File: src/rtl/avst_sync_fifo_if.sv
// avst_sync_fifo_if: Avalon-ST valid/ready/data bundle; master drives valid/data, slave drives ready.
interface avst_sync_fifo_if #(parameter int DATA_WIDTH = 32);
  logic                  valid;
  logic                  ready;
  logic [DATA_WIDTH-1:0] data;
  modport master (output valid, output data, input ready);
  modport slave  (input valid, input data, output ready);
endinterface

File: src/rtl/avst_sync_fifo.sv
// avst_sync_fifo: show-ahead synchronous FIFO with Avalon-ST sink/source, readyLatency 0.
// Define AVST_FIFO_FILL_LEVEL_EN to expose the occupancy count on fill_level.
module avst_sync_fifo #(
  parameter int DATA_WIDTH = 32,
  parameter int DEPTH      = 16
) (
  input logic clk,
  input logic reset,
  avst_sync_fifo_if.slave  in_if,
  avst_sync_fifo_if.master out_if
`ifdef AVST_FIFO_FILL_LEVEL_EN
  ,
  output logic [$clog2(DEPTH):0] fill_level
`endif
);
  localparam int AW = $clog2(DEPTH);
  localparam logic [AW:0] FULL = (AW+1)'(DEPTH);
  logic [DATA_WIDTH-1:0] mem_q [DEPTH];
  logic [AW-1:0] wp_q, wp_d, rp_q, rp_d;
  logic [AW:0] cnt_q, cnt_d;
  logic wr, rd;
  // ready is masked by reset so nothing is accepted while the FIFO is being cleared
  assign in_if.ready  = (cnt_q != FULL) && !reset;
  assign out_if.valid = cnt_q != '0;
  assign out_if.data  = mem_q[rp_q];
  assign wr = in_if.valid && in_if.ready;
  assign rd = out_if.valid && out_if.ready;
`ifdef AVST_FIFO_FILL_LEVEL_EN
  assign fill_level = cnt_q;
`endif
  always_comb begin
    wp_d  = wr ? wp_q + 1'b1 : wp_q;
    rp_d  = rd ? rp_q + 1'b1 : rp_q;
    cnt_d = (wr && !rd) ? cnt_q + 1'b1 : (rd && !wr) ? cnt_q - 1'b1 : cnt_q;
  end
  always_ff @(posedge clk) begin
    if (reset) begin
      wp_q  <= '0;
      rp_q  <= '0;
      cnt_q <= '0;
    end else begin
      wp_q  <= wp_d;
      rp_q  <= rp_d;
      cnt_q <= cnt_d;
    end
  end
  always_ff @(posedge clk) begin
    if (wr) mem_q[wp_q] <= in_if.data;
  end
endmodule

File: src/flat_wrapper.sv
// flat-port wrapper written by rule: the top's interface ports become plain ports
module avst_sync_fifo_flat 
#(
  parameter int DATA_WIDTH = 32,
  parameter int DEPTH      = 16
)
  (clk, reset, in_if_valid, in_if_data, in_if_ready, out_if_valid, out_if_data, out_if_ready);
  avst_sync_fifo_if #(.DATA_WIDTH(DATA_WIDTH)) in_if_i ();
  avst_sync_fifo_if #(.DATA_WIDTH(DATA_WIDTH)) out_if_i ();
  input logic clk;
  input logic reset;
  input wire logic [$bits(in_if_i.valid)-1:0] in_if_valid;
  input wire logic [$bits(in_if_i.data)-1:0] in_if_data;
  output wire logic [$bits(in_if_i.ready)-1:0] in_if_ready;
  output wire logic [$bits(out_if_i.valid)-1:0] out_if_valid;
  output wire logic [$bits(out_if_i.data)-1:0] out_if_data;
  input wire logic [$bits(out_if_i.ready)-1:0] out_if_ready;
  assign in_if_i.valid = in_if_valid;
  assign in_if_i.data = in_if_data;
  assign in_if_ready = in_if_i.ready;
  assign out_if_valid = out_if_i.valid;
  assign out_if_data = out_if_i.data;
  assign out_if_i.ready = out_if_ready;
  avst_sync_fifo #(.DATA_WIDTH(DATA_WIDTH), .DEPTH(DEPTH)) u_core (.clk(clk), .reset(reset), .in_if(in_if_i), .out_if(out_if_i));
endmodule
File: config.mk
export PLATFORM = sky130hd
export DESIGN_NAME = avst_sync_fifo_flat
export DESIGN_NICKNAME = d
export VERILOG_FILES = /design/src/rtl/avst_sync_fifo_if.sv /design/src/rtl/avst_sync_fifo.sv /design/src/flat_wrapper.sv
export SDC_FILE = /design/constraint.sdc
export NUM_CORES = 1
export LEC_CHECK = 0
export CAP_MARGIN = 30
export CORE_AREA = 2 2 262 264
export CTS_BUF_LIST = sky130_fd_sc_hd__clkbuf_2 sky130_fd_sc_hd__clkbuf_4 sky130_fd_sc_hd__clkbuf_8
export CTS_CLUSTER_DIAMETER = 100
export DETAILED_ROUTE_END_ITERATION = 10
export DIE_AREA = 0 0 264 266
export HOLD_SLACK_MARGIN = 0.12
export PLACE_DENSITY = 0.47
export SLEW_MARGIN = 40
export SYNTH_ARGS = -nofsm -noshare
export SYNTH_HDL_FRONTEND = slang
export SYNTH_SLANG_ARGS = --single-unit
export TNS_END_PERCENT = 50
File: constraint.sdc
create_clock -name clk -period 3.73 [get_ports clk]
set_input_delay 0.746 -clock clk [delete_from_list [all_inputs] [get_ports clk]]
set_output_delay 0.746 -clock clk [all_outputs]
set_load 0.02 [all_outputs]
* Word level (Yosys, flattened, before mapping)
Memories as Yosys holds them, arrays and structs flattened. A register that Yosys moved wholly into a read port is not among the register bits.
Cells that the tools add are included.
** Word-level totals
- Flip-flop bits (word level) :: 13
- Bits in writable memories :: 512
- Input bits :: 36
- Word-level logic and storage cells :: 25
- Memories :: 1
** Memory list
- u_core.mem_q :: depth 16, bits a word 32, rd ports 1, clocked after memory_dff 1, wr ports 1, RTL line avst_sync_fifo.sv:18 : logic [DATA_WIDTH-1:0] mem_q [DEPTH];
** Cells by class
- Add/subtract/negate cells :: 4
- Eq/ne operators :: 1
- Muxes and demuxes :: 6
- Reductions and logical operators :: 10
** Operator list (count)
- 2-to-1 mux 5 bit :: 2
- adder 4 x 1 -> 4 bit (second input constant) :: 2
- 2-to-1 mux 4 bit :: 2
- adder 5 x 1 -> 5 bit (second input constant) :: 1
- logical AND 1 bit :: 5
- inequality test 5 bit (second input constant) :: 1
- nonzero test 5 bit :: 1
- subtractor 5 x 1 -> 5 bit (second input constant) :: 1
- zero test 1 bit :: 3
- 2-to-1 mux 1 bit :: 2
- nonzero test 2 bit :: 1

* Logic depth before layout (Yosys ltp)
- Depth in word-level cells :: 7
- Gate-level depth with buffers :: 11
- Mapped depth without buffers :: 10

* Worst setup path after synthesis
No wires, ideal clock.
- Kind :: input port to flip-flop
- Start :: input port reset
- End :: register u_core.cnt_q[4]
- Arrival time :: 2.700 ns
- Data required time :: 3.609 ns
- Setup slack :: 0.910 ns
- Cell stages on the path :: 10
- Path buffers :: 2
- Cells stage by stage :: clkbuf_1 -> buf_1 -> nor2_1 -> ha_1 -> inv_1 -> ha_1 -> a21oi_1 -> a211oi_1 -> a31oi_1 -> mux2_2
** On the way
- Word-level cells in the longest chain between the ends :: 6
- Elaborated cells on any way between the ends :: 8
- Those cells by class :: mux (1); reduce/logical (7)
** Ends and longest elaborated chain
- start: declaration :: RTL line flat_wrapper.sv:11 : input logic reset;
- zero test 1 bit * :: RTL line avst_sync_fifo.sv:23 : assign in_if.ready = (cnt_q != FULL) && !reset;
- logical AND 1 bit * :: RTL line avst_sync_fifo.sv:23
- logical AND 1 bit * :: RTL line avst_sync_fifo.sv:26 : assign wr = in_if.valid && in_if.ready;
- net u_core.wr :: RTL line avst_sync_fifo.sv:21 : logic wr, rd;
- zero test 1 bit :: RTL line avst_sync_fifo.sv:34 : cnt_d = (wr && !rd) ? cnt_q + 1'b1 : (rd && !wr) ? cnt_q - 1'b1 : cnt_q;
- logical AND 1 bit :: RTL line avst_sync_fifo.sv:34
- nonzero test 2 bit (no line)
- end signal: assignment :: RTL line avst_sync_fifo.sv:44 : cnt_q <= cnt_d;
- end: declaration :: RTL line avst_sync_fifo.sv:20 : logic [AW:0] cnt_q, cnt_d;
Mark *: on every way through the listed nets, which the timed path passes. The rest lies on a longest branch.
A chain may end at the register's enable or synchronous reset.

==> metrics.csv <==
metric,value,unit
Worst-path clk slew,0.06,ns
largest family of logic cells by synthesized area,multiplexers,
post-synthesis xor/xnor area fraction,0.00349,
CP Data Required Time,2.98,ns
Final Slew Violations,0,
drt initial violations,736,
R2R Setup Slk,0.93,ns
CP max stage cell,clkdlybuf4s50_1,
DP Worst Slack,0.613,ns
full die area,0.0702,mm^2
Crit Path Class,reg2out,
num ports,70,
vias in the first global route,10400,
critical-path cell list,"buf_12, buf_6, mux4_2, a22oi_1, nand2_1, clkdlybuf4s50_1",
CP max stage delay,0.56,ns
IO buf count,69,
Worst VDD drop,0.000255,V
max capacitance violation total,0,
post-route setup slack,0.116,ns
outcome,"complete, no violations",
CTS Buf Count,90,
RSZ-0062 raised after global routing,yes,
Relative slew margins,0.607,
"Cell Area, Synth",0.0201,mm^2
H-tree levels,3,
placed cell area,0.0223,mm^2
worst-margin pin slew,0.588,ns
Global Route met1 Usage,0.183,
proportion of synthesized area in mux cells,0.145,
cell area after layout,0.0242,mm^2
initial antenna violation count,2,
post-synthesis area per instance,22.5,um^2
synth-to-layout area growth,20.4,%
"Net Count, Synth",939,
routed wire length,48.5,mm
Final Critical Period,3.61,ns
sequential element share of the synthesized area,0.783,
Max Root-Sink Buffers,3,
CP Max Fanout,19,
global-route track usage on met3,0.0288,
"Top FF cell, synth",edfxtp_1,
ys async rst share,0,
Setup Skew,0.0207,ns
placed insts,1846,
Clock Latency Late Sink,0.67,ns
Post-Synth Adder-Cell Area,0.00661,
drt wl/cell,24.1,um
CP endpoint kind,primary output,
largest net degree at the start of global routing,52,
Pre-antenna DRT Iters,5,
setup_tns,0,ns
routed vias,9563,
DRC viols,0,
leak pwr,7.72,nW
share of cells above drive strength 1,0.311,
Die Wd,264,um
first-pass GRT wire length,70.5,mm
via/cell ratio,4.75,
final critical-path share of the clock period,0.969,
Row Count,96,
CTS Hold Bufs,0,
Final Hold Fails,0,
global routing usage on met2,0.233,
Final GP Congestion,0.677,
final number of setup-violating endpoints,0,
clock sinks,529,
gr usage total,0.139,
Cell Pwr Density,622,mW/mm^2
Post-synth EDFFs,512,
path type of the worst min-delay path,reg2reg,
Seq cells post-synth,529,
CTS tree,built,
Simple-Gate Fraction of Synth Area,0.0202,
Ys Warns,0,
fmax,277,MHz
Netlist cell types,36,
HPWL after DPL,26.3,mm
crit start category,register,
post-synthesis compound-gate area fraction,0.0293,
Die Span Y,266,um
GR Overflow Total,0,
CP arrival,2.87,ns
clock root cell,clkbuf_8,
fin cells,2013,
Initial Util,0.296,
Final ANT Viol Nets,0,
fin nets,1106,
GRT Max-Usage Layer,met2,
cells after synthesis,893,
core footprint,0.0677,mm^2
-- path summary, 6_finish.rpt --
check | endpoint | depth (start not counted) | start
worst max-delay path | out_if_data[27] | 6 | register
worst min-delay path | register | 2 | u_core.rp_q[3]$_SDFFE_PP0P_
worst max register to register | u_core.cnt_q[4]$_SDFFE_PP0P_ | 10 | u_core.cnt_q[0]$_SDFFE_PP0P_
worst min register to register | register | 2 | u_core.rp_q[3]$_SDFFE_PP0P_
-- cell usage in the layout (no fill, tap or decap), types with 2 or more instances in the layout --
master / n
a21oi_1: 6
a22oi_1: 63
and3_2: 16
buf_12: 16
buf_16: 4
buf_4: 29
buf_6: 3
clkbuf_4: 33
clkbuf_8: 91
clkdlybuf4s50_1: 55
clkinv_1: 20
clkinv_2: 11
clkinvlp_4: 2
dfxtp_1: 15
dfxtp_4: 2
dlygate4sd2_1: 2
dlymetal6s2s_1: 12
edfxtp_1: 512
ha_1: 9
inv_1: 4
inv_8: 3
mux2i_1: 2
mux4_2: 128
nand2_1: 36
nor2_1: 19
nor2b_4: 2
o211ai_1: 3
xnor2_1: 3
xor2_1: 5
-- area by class of cell --
type	instances	area, um^2
Fill cell	6335	43600
Sequential cell	529	15700
Multi-Input combinational cell	313	4160
Clock buffer	124	1500
Timing Repair Buffer	122	1430
Tap cell	882	1100
Clock inverter	38	225
Inverter	4	15.0
Antenna cell	1	2.50
-- Yosys cell counts (4+ instances only) --
library cell    n  share of area
edfxtp_1      512           0.77
mux4_2        128           0.14
a22oi_1        64          0.024
nand2_1        36         0.0067
clkbuf_1       20         0.0037
nor2_1         20         0.0037
and3_1         17         0.0053
dfxtp_1        17          0.017
buf_1          10         0.0019
buf_4           9         0.0034
ha_1            9         0.0056
buf_2           8         0.0020
a21oi_1         6         0.0015
xor2_1          5         0.0022
inv_1           4        0.00075
-- power breakdown --
| part | internal (W) | switching [W] |
|---|---|---|
| Clock | 0.00269 | 0.00232 |
| Combinational | 0.00167 | 0.00157 |
| Sequential | 0.00666 | 0.000110 |
-- registers in the layout, indices dropped and copies added (netlist names), named ones only --
| register | flops |
|---|---|
| u_core.rp_q | 4 |
| u_core.wp_q | 4 |
| u_core.mem_q | 512 |
| u_core.cnt_q | 5 |
-- routing by layer --
layer,part of all wire,vias to the layer above
met5,0.00023,-
met4,0.016,2
met3,0.042,71
met2,0.50,195
met1,0.44,5151
li1,-,4144
-- what timing repair did --
action | 4_1_cts | 5_1_grt
setup endpoints to repair | 25 | 18
gates cloned | 1 | 0
resized for setup | 9 | 14
buffers inserted | 3 | 0
-- worst max-delay path, delay by kind of cell (launching register included) --
kind | cells | cell delay, ns
AO/OA/AOI/OAI | 1 | 0.20
buffers and inverters | 3 | 0.97
flip-flops | 1 | 0.37
multiplexers | 1 | 0.53
AND/OR/NAND/NOR | 1 | 0.14
-- metrics by stage --
step	total power (W)	hold slack, ns	utilization
floorplan	0.00902	0.482	-
global placement	0.0101	0.526	0.329
detailed placement	0.0101	0.523	0.329
CTS	0.0153	0.528	0.356
global route	0.0157	0.554	0.357
finish	0.0150	0.528	0.357
-- kinds of logic after synthesis --
kind of cell               after synthesis
AOI/OAI and AO/OA                       79
muxes                                  131
xor gates and xnor gates                 8
buffers and inverters                   51
and+or+nand+nor                         85
adders and majority gates               10
DFF                                    529
Note: power is estimated with default switching activity, not from simulation.
